`src/rtl/max_seq_ctrl.sv`:
```
// max_seq_ctrl: frames COUNT samples off a valid/ready stream and reports the max and its index.
// Define MAX_SEQ_MIN_TRACK_EN to also report the frame minimum and its index.
module max_seq_ctrl #(
    parameter int DATA_W = 4,
    parameter int COUNT  = 8,
    parameter int IDX_W  = $clog2(COUNT)
) (
    input  logic              clk,
    input  logic              rst_n,
    input  logic              start,
    input  logic              clr,
    input  logic              in_valid,
    input  logic [DATA_W-1:0] in_data,
    output logic              in_ready,
    output logic              out_valid,
    input  logic              out_ready,
    output logic [DATA_W-1:0] max_out,
    output logic [IDX_W-1:0]  max_idx,
`ifdef MAX_SEQ_MIN_TRACK_EN
    output logic [DATA_W-1:0] min_out,
    output logic [IDX_W-1:0]  min_idx,
`endif
    output logic              busy
);

    typedef enum logic [1:0] {
        S_IDLE,
        S_COLLECT,
        S_DONE
    } state_t;

    localparam logic [IDX_W:0] LAST = (IDX_W+1)'(COUNT - 1);

    state_t            r_state;
    state_t            w_next;
    logic [IDX_W:0]    r_count;
    logic [DATA_W-1:0] r_max;
    logic [IDX_W-1:0]  r_idx;
    logic              w_xfer;
    logic              w_first;
    logic              w_last;
    logic              w_gt;

    // clr wins over a transfer, so a sample offered alongside it is never taken
    assign w_xfer  = (r_state == S_COLLECT) && in_valid && !clr;
    assign w_first = (r_count == '0);
    assign w_last  = (r_count == LAST);
    assign w_gt    = (in_data > r_max);

    always_ff @(posedge clk or negedge rst_n) begin
        if (!rst_n) begin
            r_state <= S_IDLE;
        end else begin
            r_state <= w_next;
        end
    end

    always_comb begin
        w_next = r_state;
        if (clr) begin
            w_next = S_IDLE;
        end else begin
            unique case (r_state)
                S_IDLE: begin
                    if (start) w_next = S_COLLECT;
                end
                S_COLLECT: begin
                    if (w_xfer && w_last) w_next = S_DONE;
                end
                S_DONE: begin
                    if (out_ready) w_next = S_IDLE;
                end
                default: w_next = S_IDLE;
            endcase
        end
    end

    always_comb begin
        in_ready  = 1'b0;
        out_valid = 1'b0;
        busy      = 1'b0;
        unique case (r_state)
            S_COLLECT: begin
                in_ready = !clr;
                busy     = 1'b1;
            end
            S_DONE: begin
                out_valid = 1'b1;
                busy      = 1'b1;
            end
            default: begin
                in_ready = 1'b0;
            end
        endcase
    end

    // count==0 doubles as the "running max empty" marker
    always_ff @(posedge clk or negedge rst_n) begin
        if (!rst_n) begin
            r_count <= '0;
            r_max   <= '0;
            r_idx   <= '0;
        end else if (clr) begin
            r_count <= '0;
        end else if (r_state == S_IDLE && start) begin
            r_count <= '0;
        end else if (w_xfer) begin
            r_count <= r_count + 1'b1;
            if (w_first || w_gt) begin
                r_max <= in_data;
                r_idx <= r_count[IDX_W-1:0];
            end
        end
    end

    assign max_out = r_max;
    assign max_idx = r_idx;

`ifdef MAX_SEQ_MIN_TRACK_EN
    logic [DATA_W-1:0] r_min;
    logic [IDX_W-1:0]  r_midx;

    always_ff @(posedge clk or negedge rst_n) begin
        if (!rst_n) begin
            r_min  <= '0;
            r_midx <= '0;
        end else if (w_xfer && (w_first || (in_data < r_min))) begin
            r_min  <= in_data;
            r_midx <= r_count[IDX_W-1:0];
        end
    end

    assign min_out = r_min;
    assign min_idx = r_midx;
`else
`endif

endmodule

```
`config.mk`:
```
export PLATFORM = sky130hd
export DESIGN_NAME = max_seq_ctrl
export DESIGN_NICKNAME = d
export VERILOG_FILES = /design/src/rtl/max_seq_ctrl.sv
export SDC_FILE = /design/constraint.sdc
export NUM_CORES = 1
export LEC_CHECK = 0
export ABC_AREA = 1
export CAP_MARGIN = 20
export CORE_MARGIN = 4
export CORE_UTILIZATION = 45
export CTS_BUF_LIST = sky130_fd_sc_hd__clkbuf_4 sky130_fd_sc_hd__clkbuf_8
export DETAILED_ROUTE_END_ITERATION = 8
export HOLD_SLACK_MARGIN = 0.05
export PLACE_DENSITY = 0.89
export SLEW_MARGIN = 10
export SYNTH_ARGS = -nofsm -noshare
export SYNTH_HDL_FRONTEND = slang
export SYNTH_SLANG_ARGS = --single-unit
```
`constraint.sdc`:
```
create_clock -name clk -period 1.2 [get_ports clk]
set_input_delay 0.24 -clock clk [delete_from_list [all_inputs] [get_ports clk]]
set_output_delay 0.24 -clock clk [all_outputs]
set_load 0.01 [all_outputs]
```
==> results by group <==
Status
  – Status: finished, violations left
  – Failing checks: setup timing

Clocking
  – CTS buffer count: 3
  – H-tree Lvls: 1
  – Root Buffer Master: clkbuf_4
  – Clock sinks: 13
  – Worst-Skew Late Latency: 0.27 ns
  – Maximum buffer depth of the clock tree: 2
  – CTS tree: built
  – Clock Pin Slew Worst Setup and Hold Paths: 0.08 ns

Die
  – IO Pins: 20
  – Die Width: 50.12 µm
  – Initial Utilization: 0.5008
  – Core Rows: 14
  – Die height: 50.12 µm
  – Full die area: 2512 µm²
  – Placeable Area: 1594 µm²

GRT
  – GRT Overall Usage: 0.1863
  – First-pass GRT wire length: 3498 µm
  – Largest net degree at the start of global routing: 14
  – Number of global-route vias before repair: 881
  – Initial antenna violation count: 0
  – Remaining global-route overflow: 0

STA
  – Fmax achieved: 660.6 MHz
  – Count of final hold-check violations: 0
  – Worst-Margin Slew: 0.2679 ns
  – Post-route setup slack: -0.3137 ns
  – RSZ-0062 raised after global routing: yes
  – Slew HR: 0.8210
  – Period utilisation layout: 1.261
  – Final min period: 1.514 ns
  – Hold WS: 0.2838 ns
  – Post-route clock skew: 0.0009935 ns
  – Final Slew Violations: 0
  – Final setup vio count: 17

Power and ir drop
  – Cell Pwr Density: 1788 nW/µm²
  – Clk network pwr share: 0.121
  – Internal Power: 1466 µW
  – Switching share of power: 0.3998
  – P_sw: 976.7 µW
  – Seq pwr share: 0.260
  – Pleak: 0.0006897 µW
  – Peak VDD IR: 1.115 mV
  – Comb power frac: 0.619

Logic synthesis
  – Syn Nets: 119
  – Synthesized area: 798.3 µm²
  – Register area share after synthesis: 0.4075
  – Yosys top cell by area: dfrtp_1
  – Post-synth top area share: 0.4075
  – Synth cell types: 17
  – Synthesis Warnings: 0
  – Syn_area_per_cell: 7.983 µm²
  – Instance count of the mapped netlist: 100
  – Register bit total from synthesis: 13
  – Top area cells in the synthesized netlist: dfrtp_1 (41%), ha_1 (14%), nand2_1 (13%)

Placed design
  – Number of buffers added on ports: 19
  – Final HPWL DP: 1608 µm
  – RePlAce Congestion: 0.8897
  – DP Worst Slack: -0.5564 ns
  – Dpl cells: 160

Route
  – DRC errors left: 0
  – Routed WL: 2454 µm
  – DRT Pass-1 Iters: 4
  – DR vias: 852
  – Vias/cell: 5.041
  – DRT antenna net count: 0
  – Iter 0 DRT Violations: 18
  – DR WL/cell: 14.52 µm

Worst setup path
  – Worst Setup End Kind: flip-flop
  – WP data arrival: 1.69 ns
  – Startpoint types: input port
  – Required @ worst endpoint: 1.37 ns
  – Critical path fanouts, max: 8
  – Setup CP Type: in -> reg

Layout
  – Layout net count: 165
  – Fillcell total: 89
  – Non-filler cells, final: 169
  – Synthesis-to-finish area growth: 71.16%
  – Most frequent cells in the layout: buf_4 (20), nand2_2 (18), inv_1 (14)
  – Antenna Cells: 0
  – Share of cells above drive strength 1: 0.4966
  – Commonest non-fill, non-tap cell in the layout: buf_4

Run
  – Maxcap violations: 0

Hold path
  – Worst min-delay path category: in -> async
worst max-delay path, stage by stage:
cell and delay [ns]:
clkdlybuf4s50_1 0.47, ha_4 0.30, nand2_1 0.07, inv_2 0.06, nand2_2 0.05, nand2_2 0.06, nand2_2 0.07, nand2_4 0.14
nand2_8 0.10, nand2_4 0.09, nand2_2 0.04
through the flow:
step	instance area (µm²)	utilization	setup TNS [ns]	power, µW
finish	1366	0.8571	-3.346	2443
CTS	1184	0.7425	-2.335	2017
global route	1366	0.8571	-4.577	2616
detailed placement	1149	0.7206	-5.823	1720
floorplan	800.8	-	-1.075	1156
global placement	1149	0.7206	-4.899	1657
cell usage after synthesis:
| master | instances |
|---|---|
| a211oi_1 | 1 |
| a21oi_1 | 4 |
| dfrtp_1 | 13 |
| ha_1 | 9 |
| inv_1 | 18 |
| inv_2 | 2 |
| nand2_1 | 28 |
| nand2_2 | 2 |
| nand2_4 | 2 |
| nand3_1 | 11 |
| nand4_1 | 1 |
| nor2_1 | 2 |
| nor2_4 | 1 |
| nor3_2 | 1 |
| nor4_1 | 1 |
| o21ai_0 | 3 |
| o22ai_1 | 1 |
state kept, by name, summed over array words and instances, names as in the netlist:
register and cells:
r_count 4, max_idx 3, r_state 2, max_out 4
per-layer routing:
| metal | vias to the layer above | GRT usage | wire length [µm] |
|---|---|---|---|
| li1 | 405 | - | - |
| met1 | 409 | 0.1695 | 929 |
| met2 | 30 | 0.3522 | 1334 |
| met3 | 8 | 0.05120 | 124 |
| met4 | 0 | 0.1244 | 65 |
| met5 | - | 0 | 0 |
logic make-up after synthesis:
logic type | Yosys count | synth area share
DFF | 13 | 0.4075
and+or+nand+nor | 49 | 0.2962
AOI/OAI and AO/OA | 9 | 0.06113
adders and majority gates | 9 | 0.1411
buffers and inverters | 20 | 0.09404
power by group through the flow:
stage | Clock (µW) | Sequential [µW] | Combinational [µW]
after floorplan | 0 | 661 | 496
after global placement | 0 | 619 | 1040
after detailed placement | 0 | 626 | 1090
after CTS | 304 | 619 | 1090
after global routing | 330 | 649 | 1640
final | 297 | 635 | 1510
worst paths after layout:
| path | from | end | cells after the start | slack [ns] |
|---|---|---|---|---|
| min in group clk | in_data[0] | max_out[0] | 4 | 0.48 |
| worst min register to register | max_idx[1] | max_idx[1] | 2 | 0.52 |
| worst max register to register | max_out[2] | max_idx[0] | 11 | -0.28 |
| max in group asynchronous | rst_n | max_out[2] | 2 | 0.76 |
| worst min-delay path | rst_n | max_out[0] | 2 | 0.28 |
| worst max-delay path | in_data[3] | max_idx[0] | 11 | -0.31 |
what timing repair did:
action | 4_1_cts | 5_1_grt
endpoints found under the setup margin | 23 | 23
pin swaps | 5 | 10
hold buffers | 0 | 0
cloned | 0 | 0
setup buffers | 1 | 4
gates resized for setup | 46 | 38
final cells by class:
class                      count  area [µm²]  share of cell area
tap                           24       30.03             0.02198
sequential                    13       325.3              0.2381
inverter                      20       75.07             0.05495
timing repair buffer          41       369.1              0.2701
multi-input combinational     67       536.8              0.3929
clock buffer                   4       30.03             0.02198
No activity file was read; power rests on OpenSTA's default activity.
